[config.mk]
export PLATFORM = sky130hd
export DESIGN_NAME = sprite_anim_sequencer
export DESIGN_NICKNAME = d
export VERILOG_FILES = /design/src/rtl/sprite_anim_pkg.sv /design/src/rtl/sprite_anim_sequencer_anim_counter.sv /design/src/rtl/sprite_anim_sequencer.sv
export SDC_FILE = /design/constraint.sdc
export NUM_CORES = 1
export LEC_CHECK = 0
export ABC_AREA = 1
export CORE_MARGIN = 5
export CORE_UTILIZATION = 45
export CTS_BUF_LIST = sky130_fd_sc_hd__clkbuf_2
export DETAILED_ROUTE_END_ITERATION = 12
export DONT_BUFFER_PORTS = 1
export GPL_ROUTABILITY_DRIVEN = 0
export RECOVER_POWER = 50
export SETUP_SLACK_MARGIN = 0.15
export SKIP_LAST_GASP = 1
export SLEW_MARGIN = 20
export SYNTH_ARGS = -nofsm -noshare
export SYNTH_HDL_FRONTEND = slang
export SYNTH_SLANG_ARGS = --single-unit
export TNS_END_PERCENT = 10
[constraint.sdc]
create_clock -name Clk -period 3.1 [get_ports Clk]
set_input_delay 0.31 -clock Clk [delete_from_list [all_inputs] [get_ports Clk]]
set_output_delay 0.31 -clock Clk [all_outputs]
set_load 0.02 [all_outputs]
[src/rtl/sprite_anim_pkg.sv]
// Shared types and constants for the sprite animation sequencer.
// Direction codes, HID keycodes and the life-cycle state encoding.
package sprite_anim_pkg;

  typedef enum logic [2:0] {
    DIR_UP    = 3'b000,
    DIR_LEFT  = 3'b001,
    DIR_DOWN  = 3'b010,
    DIR_RIGHT = 3'b011,
    DIR_HOLD  = 3'b111
  } dir_t;

  localparam logic [7:0] KEY_W = 8'h1A;
  localparam logic [7:0] KEY_A = 8'h04;
  localparam logic [7:0] KEY_S = 8'h16;
  localparam logic [7:0] KEY_D = 8'h07;

  typedef enum logic [1:0] {
    ALIVE,
    DYING,
    GAME_OVER
  } anim_state_t;

  function automatic dir_t decode_key(input logic [7:0] key);
    case (key)
      KEY_W:   return DIR_UP;
      KEY_A:   return DIR_LEFT;
      KEY_S:   return DIR_DOWN;
      KEY_D:   return DIR_RIGHT;
      default: return DIR_HOLD;
    endcase
  endfunction

endpackage

[src/rtl/sprite_anim_sequencer_anim_counter.sv]
// Wrapping animation phase counter: counts 0..PERIOD-1 on en, clr forces 0.
// clr has priority over en; updates take effect on the next Clk edge.
module anim_counter #(
  parameter int PERIOD = 6
) (
  input  logic       Clk,
  input  logic       Reset_n,
  input  logic       en,
  input  logic       clr,
  output logic [6:0] count
);

  localparam logic [6:0] LAST = 7'(PERIOD - 1);

  always_ff @(posedge Clk or negedge Reset_n) begin
    if (!Reset_n) begin
      count <= 7'd0;
    end else if (clr) begin
      count <= 7'd0;
    end else if (en) begin
      count <= (count == LAST) ? 7'd0 : count + 7'd1;
    end
  end

endmodule

[src/rtl/sprite_anim_sequencer.sv]
// Per-frame sprite animation, death countdown and lives control.
// Advances on a synchronized vsync rising edge; pac_hit is sampled every Clk.
module sprite_anim_sequencer
  import sprite_anim_pkg::*;
#(
  parameter int PAC_ANIM_PERIOD   = 6,
  parameter int GHOST_ANIM_PERIOD = 6,
  parameter int DEATH_START       = 100,
  parameter int LIVES_INIT        = 3
) (
  input  logic       Clk,
  input  logic       Reset_n,
  input  logic       frame_clk,
  input  logic [7:0] keycode,
  input  logic       pac_moving,
  input  logic [3:0] ghost_active,
  input  logic       pac_hit,
  output logic [2:0] direction_out,
  output logic [6:0] animation_count,
  output logic [6:0] red_ghost_animation_count,
  output logic [6:0] orange_ghost_animation_count,
  output logic [6:0] cyan_ghost_animation_count,
  output logic [6:0] pink_ghost_animation_count,
  output logic [6:0] death_time,
  output logic       dying,
  output logic       respawn,
  output logic [1:0] lives,
  output logic       game_over
);

  logic [2:0]  frame_sync;
  logic        tick;
  anim_state_t state;
  dir_t        dir_q;
  logic        alive_tick;
  logic        clr_counts;
  logic [6:0]  ghost_count [4];

  // [0],[1] synchronize, [2] holds the previous synchronized level for edge detect
  always_ff @(posedge Clk or negedge Reset_n) begin
    if (!Reset_n) frame_sync <= 3'b000;
    else          frame_sync <= {frame_sync[1:0], frame_clk};
  end

  assign tick = frame_sync[1] & ~frame_sync[2];

  // A hit in the same cycle as a tick takes the transition and freezes counters
  assign alive_tick = (state == ALIVE) && tick && !pac_hit;
  assign clr_counts = (state == DYING) && tick && (death_time == 7'd0) && (lives > 2'd1);

  always_ff @(posedge Clk or negedge Reset_n) begin
    if (!Reset_n) begin
      state      <= ALIVE;
      dir_q      <= DIR_HOLD;
      death_time <= 7'd0;
      dying      <= 1'b0;
      respawn    <= 1'b0;
      lives      <= 2'(LIVES_INIT);
      game_over  <= 1'b0;
    end else begin
      respawn <= 1'b0;
      dir_q   <= (state == ALIVE && !pac_hit) ? decode_key(keycode) : DIR_HOLD;
      case (state)
        ALIVE: begin
          if (pac_hit) begin
            state      <= DYING;
            death_time <= 7'(DEATH_START);
            dying      <= 1'b1;
          end
        end
        DYING: begin
          if (tick) begin
            if (death_time != 7'd0) begin
              death_time <= death_time - 7'd1;
            end else if (lives > 2'd1) begin
              lives   <= lives - 2'd1;
              respawn <= 1'b1;
              dying   <= 1'b0;
              state   <= ALIVE;
            end else begin
              lives     <= 2'd0;
              dying     <= 1'b0;
              game_over <= 1'b1;
              state     <= GAME_OVER;
            end
          end
        end
        default: ;
      endcase
    end
  end

  assign direction_out = dir_q;

  anim_counter #(.PERIOD(PAC_ANIM_PERIOD)) u_pac_counter (
    .Clk     (Clk),
    .Reset_n (Reset_n),
    .en      (alive_tick && pac_moving),
    .clr     (clr_counts),
    .count   (animation_count)
  );

  for (genvar g = 0; g < 4; g++) begin : g_ghost
    anim_counter #(.PERIOD(GHOST_ANIM_PERIOD)) u_ghost_counter (
      .Clk     (Clk),
      .Reset_n (Reset_n),
      .en      (alive_tick && ghost_active[g]),
      .clr     (clr_counts),
      .count   (ghost_count[g])
    );
  end

  assign red_ghost_animation_count    = ghost_count[0];
  assign orange_ghost_animation_count = ghost_count[1];
  assign cyan_ghost_animation_count   = ghost_count[2];
  assign pink_ghost_animation_count   = ghost_count[3];

endmodule
Yosys cells after proc, flatten, opt, wreduce, memory -nomap -nowiden
Cells that the tools add are included.

storage, ports and cells
  output and inout port bits = 50
  input port bits = 17
  register bits after elaboration = 55
  logic and storage cells = 99

operators by class
  bitwise operators = 4
  order comparisons = 1
  $add $sub $neg = 7
  reductions and logical operators = 25
  multiplexer cells = 35
  eq/ne operators = 14

operators by type and width
  operator               count
  $mux W7                18
  $add A7 B1 Y7 const B  5
  $eq A7 B3 Y1 const B   5
  $eq A8 B3 Y1 const B   2
  $eq A8 B5 Y1 const B   2
  $pmux W7 S2            1
  $pmux W3 S4            1
  $reduce_and A4 Y1      3
  $reduce_bool A2 Y1     6
  $logic_and A1 B1 Y1    11
  $mux W2                5
  $logic_not A7 Y1       1
  $mux W1                7
  $reduce_bool A7 Y1     1
  $sub A7 B1 Y7 const B  1
  $ne A2 B2 Y1 const B   3
  $pmux W2 S2            1
  $mux W3                1
  $not A1 Y1             3
  $reduce_and A3 Y1      1
  $eq A2 B1 Y1 const B   1
  $gt A2 B1 Y1 const B   1
  $logic_not A2 Y1       1
  $ne A2 B1 Y1 const B   1
  other kinds (4)        4

Depth between registers and ports, before layout
  word-level depth = 7
  mapped depth = 9
  mapped depth without buffers = 9

Cells and area by module
Synthesis repeated with hierarchy kept, for this count alone.

second synthesis, totals
  cells, all modules = 424
  area, all modules = 3141.8 sq um

modules (own cells, without submodules)
  module                 area an instance (sq um)  instances  cells each
  anim_counter           416.6                     5          55
  sprite_anim_sequencer  1058.5                    1          149

Worst setup path after synthesis
Ideal clock, no wire load.

  path kind = register to register
  start = register death_time[0]
  end = register g_ghost[1].u_ghost_counter.count[2]
  library setup time = 117 ps
  slack = 1587 ps
  arrival = 1396 ps
  data required time = 2983 ps
  stages on the path, launching flop included = 9
  buffers on the path = 1
  cell sequence = dfrtp_1 -> inv_1 -> ha_1 -> nand2_1 -> nor2_4 -> nand3_4 -> buf_6 -> nand3_1 -> nand2_1

between the ends
  cells in the longest elaborated chain, start to end = 4
  elaborated cells on any way between the ends = 5
  those cells by class = 1 x mux; 4 x reduce/logical

RTL lines
  element                                               line                                      source
  start, declared                                       sprite_anim_sequencer.sv:24               output logic [6:0] death_time,
  start signal, assigned                                sprite_anim_sequencer.sv:67               death_time <= 7'(DEATH_START);
  start signal, assigned                                sprite_anim_sequencer.sv:74               death_time <= death_time - 7'd1;
  $logic_not A7 Y1 *                                    sprite_anim_sequencer.sv:49               assign clr_counts = (state == DYING) && tick && (death_time == 7'd0) && (lives > 2'd1);
  $logic_and A1 B1 Y1 * (2 in series)                   sprite_anim_sequencer.sv:49
  $mux W7 / $reduce_bool A2 Y1 (equally long branches)  n/a
  end signal, assigned                                  sprite_anim_sequencer_anim_counter.sv:21  count <= (count == LAST) ? 7'd0 : count + 7'd1;
  end, declared                                         sprite_anim_sequencer_anim_counter.sv:10  output logic [6:0] count

Mark *: on every way between the ends. The rest lies on a longest branch, timed or not.
A chain may end at the register's enable or synchronous reset.

Worst setup path in the final report
  start = register death_time[0]
  end = register g_ghost[1].u_ghost_counter.count[3]

The elaborated chain is that of the path after synthesis.

==> summary.md <==
| Metric | Value |
|---|---|
| Run status | `finished, final reports clean` |
| Vias in the first global route | `2414` |
| Worst VDD drop | `roughly 0.00016 V` |
| TritonCTS buffer count | `5` |
| Seq cells post-synth | `between 50 and 60` |
| LEAKAGE | `1.81 nW` |
| Via count | `2613` |
| Worst-Margin Slew | `approximately 1.3 ns` |
| Syn nets | `467` |
| Die Wd | `94.6 microns` |
| Yosys warning total | `0` |
| Final max-slew violation count | `0` |
| Post-route clock period utilization | `60.9%` |
| Clock Root Buffer | `clkbuf_2` |
| GR Util All Layers | `around 16%` |
| ANT cells | `0` |
| CP Launch Type | `flip-flop` |
| Reg2reg setup slack | `1.21 ns` |
| Antenna Violating Nets Remaining | `0` |
| Cell accounting for the most synthesized area | `dfrtp_1` |
| Min-Delay Endpoint | `direction_out[0]$_DFF_PN1_` |
| Hold Vio Cnt, Final | `0` |
| Cell count after synthesis | `439` |
| Routed wire length | `6720 microns` |
| Synth Area per Inst | `7.34 sq um` |
| Most common cell after layout, fill and taps aside | `nand2_1` |
| DRC viols | `0` |
| Clock buffer depth | `2` |
| Most frequent cells in the layout | `nand2_1 (131), nor2_1 (62), nand3_1 (60)` |
| WHS | `0.0650 ns` |
| Cts repair resizes | `0` |
| Crit-path max FO | `36` |
| Worst-Skew Late Latency | `0.45 ns` |
| H-tree levels | `2` |
| Total gr overflow | `0` |
| RSZ-0062 raised after global routing | `no` |
| Global-route wire length before repair | `11400 microns` |
| Number of max-cap violations | `0` |
| Initial core utilization | `46.9%` |
| Final setup TNS | `0 ns` |
| WL/cell | `12.4 microns` |
| WP data arrival | `2.24 ns` |
| Post-Synthesis Cell Area | `0.00322 sq mm` |
| TritonCTS clock tree | `yes` |
| Largest net degree at the start of global routing | `55` |
| Hold depth | `4` |
| Drt first pass iters | `4` |
| Sequential-to-total area share from yosys stat | `42.1%` |
| Library cells used by synthesis | `27` |
| PortBufs | `0` |
| Largest cells by area after synthesis | `dfrtp_1 (38%), nand2_1 (15%), nand3_1 (9.3%), nor2_1 (7.1%), inv_1 (5.8%)` |
| Hold_buf cts | `3` |
| Critical path class | `flip-flop to flip-flop` |
| CP Capture Type | `flip-flop` |
| Vias/cell | `4.81` |
| Post-DP HPWL | `4890 microns` |
| Hold path start | `keycode[4]` |
| Hold/Removal Path Class | `input port to flip-flop` |
| PwrDens | `307 mW/mm^2` |
| Tmin final | `1.89 ns` |
| Area of the core | `a little under 0.007 sq mm` |
| Share of the synthesized area in the top cell type | `38.0%` |
| Initial antenna violation count | `0` |
| Clk sink count | `54` |
| Reg-to-Reg Start | `death_time[0]$_DFFE_PN0P_` |
| Die footprint | `approximately 0.0090 sq mm` |
| Final Setup Violations | `0` |
| Cell area after layout | `roughly 0.0034 sq mm` |
| Worst reg-to-reg path cell count | `7` |
| Clock Skews | `0.0319 ns` |
| Die Ht | `94.6 microns` |
| Critical path required time | `3.45 ns` |
| Clock slew at reported path FFs | `0.29 ns` |
| Slew HR | `11.1%` |
| Layout cells sized above 1 | `8.50%` |
| Postcts setup bufs | `0` |
| Final net count | `474` |
| I/O Pins | `67` |
| Rows | `30` |
| RR Endpoint | `g_ghost[1].u_ghost_counter.count[3]$_DFFE_PN0P_` |
| Area growth, synth to finish | `4.81%` |
| Final Worst Setup Slack | `between 1 and 1.5 ns` |
| Iter 0 DRT Violations | `145` |
| DP Worst Slack | `1.21 ns` |
| Peak Freq | `530 MHz` |
| Placed inst area | `about 0.0033 sq mm` |
-- worst max-delay path, cell delays in order (launching register included) --
cell	delay [ns]
dfrtp_1	0.56
inv_1	0.10
ha_1	0.23
nand2_1	0.11
nor2_4	0.17
nand3_4	0.35
nand3_1	0.19
nand2_1	0.07
-- registers in the layout (all words and copies together), names as in the netlist --
| name | cells |
|---|---|
| death_time | 7 |
| direction_out | 3 |
| frame_sync | 3 |
| g_ghost.u_ghost_counter.count | 28 |
| game_over | 1 |
| lives | 2 |
| respawn | 1 |
| state | 2 |
| u_pac_counter.count | 7 |
-- stage by stage --
step	cells	total power, mW	utilization [%]
final	543	1.04	49.2
after global routing	543	1.09	49.2
after CTS	542	1.06	49.4
after detailed placement	531	0.731	48.0
after global placement	531	0.731	48.0
after floorplan	439	0.730	-
-- routing by layer --
metal  GRT usage, %  vias up  share of wire (%)
li1               -     1387                  -
met1           20.7     1173                 46
met2           25.8       48                 46
met3           5.02        5                7.1
met4           3.61        0               0.88
met5              0        -                  0
-- worst max path at each step --
stage / slack [ns] / endpoint / from
finish: 1.21 / g_ghost[1].u_ghost_counter.count[3]$_DFFE_PN0P_ / death_time[0]$_DFFE_PN0P_
global route: 0.99 / g_ghost[1].u_ghost_counter.count[0]$_DFFE_PN0P_ / death_time[0]$_DFFE_PN0P_
CTS: 1.18 / g_ghost[2].u_ghost_counter.count[1]$_DFFE_PN0P_ / death_time[0]$_DFFE_PN0P_
global placement: 1.27 / g_ghost[2].u_ghost_counter.count[4]$_DFFE_PN0P_ / death_time[0]$_DFFE_PN0P_
detailed placement: 1.21 / g_ghost[2].u_ghost_counter.count[4]$_DFFE_PN0P_ / death_time[0]$_DFFE_PN0P_
floorplan: 1.59 / g_ghost[1].u_ghost_counter.count[2]$_DFFE_PN0P_ / death_time[0]$_DFFE_PN0P_
-- cells in the mapped netlist --
master	instances
nand2_1	131
nor2_1	61
nand3_1	60
inv_1	50
dfrtp_1	49
ha_1	11
xor2_1	10
o21ai_0	8
nor3_1	6
dfstp_2	5
nand2_2	5
buf_6	4
inv_2	4
nand3_2	4
nand4_1	4
nor2_4	4
o21ai_1	4
a21oi_1	3
nand3b_1	3
nor2_2	3
o21bai_1	3
or2_2	2
clkinv_2	1
nand2_4	1
nand3_4	1
or2_0	1
xnor2_1	1
-- where the power goes --
group | leakage, nW | switching [mW] | internal (mW)
clock network | 0.0336 | 0.233 | 0.0643
logic | 1.05 | 0.0205 | 0.00702
registers | 0.720 | 0.00103 | 0.709
-- logic make-up after synthesis --
kind of cell / after synthesis / synth area share, %
buffers and inverters: 59 / 7.84
adders and majority gates: 11 / 4.27
xor gates and xnor gates: 11 / 2.99
and+or+nand+nor: 286 / 39.8
AOI/OAI and AO/OA: 18 / 3.03
DFF: 54 / 42.1
-- area by class of cell --
cell class                      count  area, sq um
Inverter                           55          208
Clock buffer                        6         30.0
Tap cell                           96          120
Timing Repair Buffer                4         35.0
Fill cell                         686         3490
Sequential cell                    54         1360
Clock inverter                      2         17.5
Multi-Input combinational cell    326         1610
No activity file was read; power rests on OpenSTA's default activity.
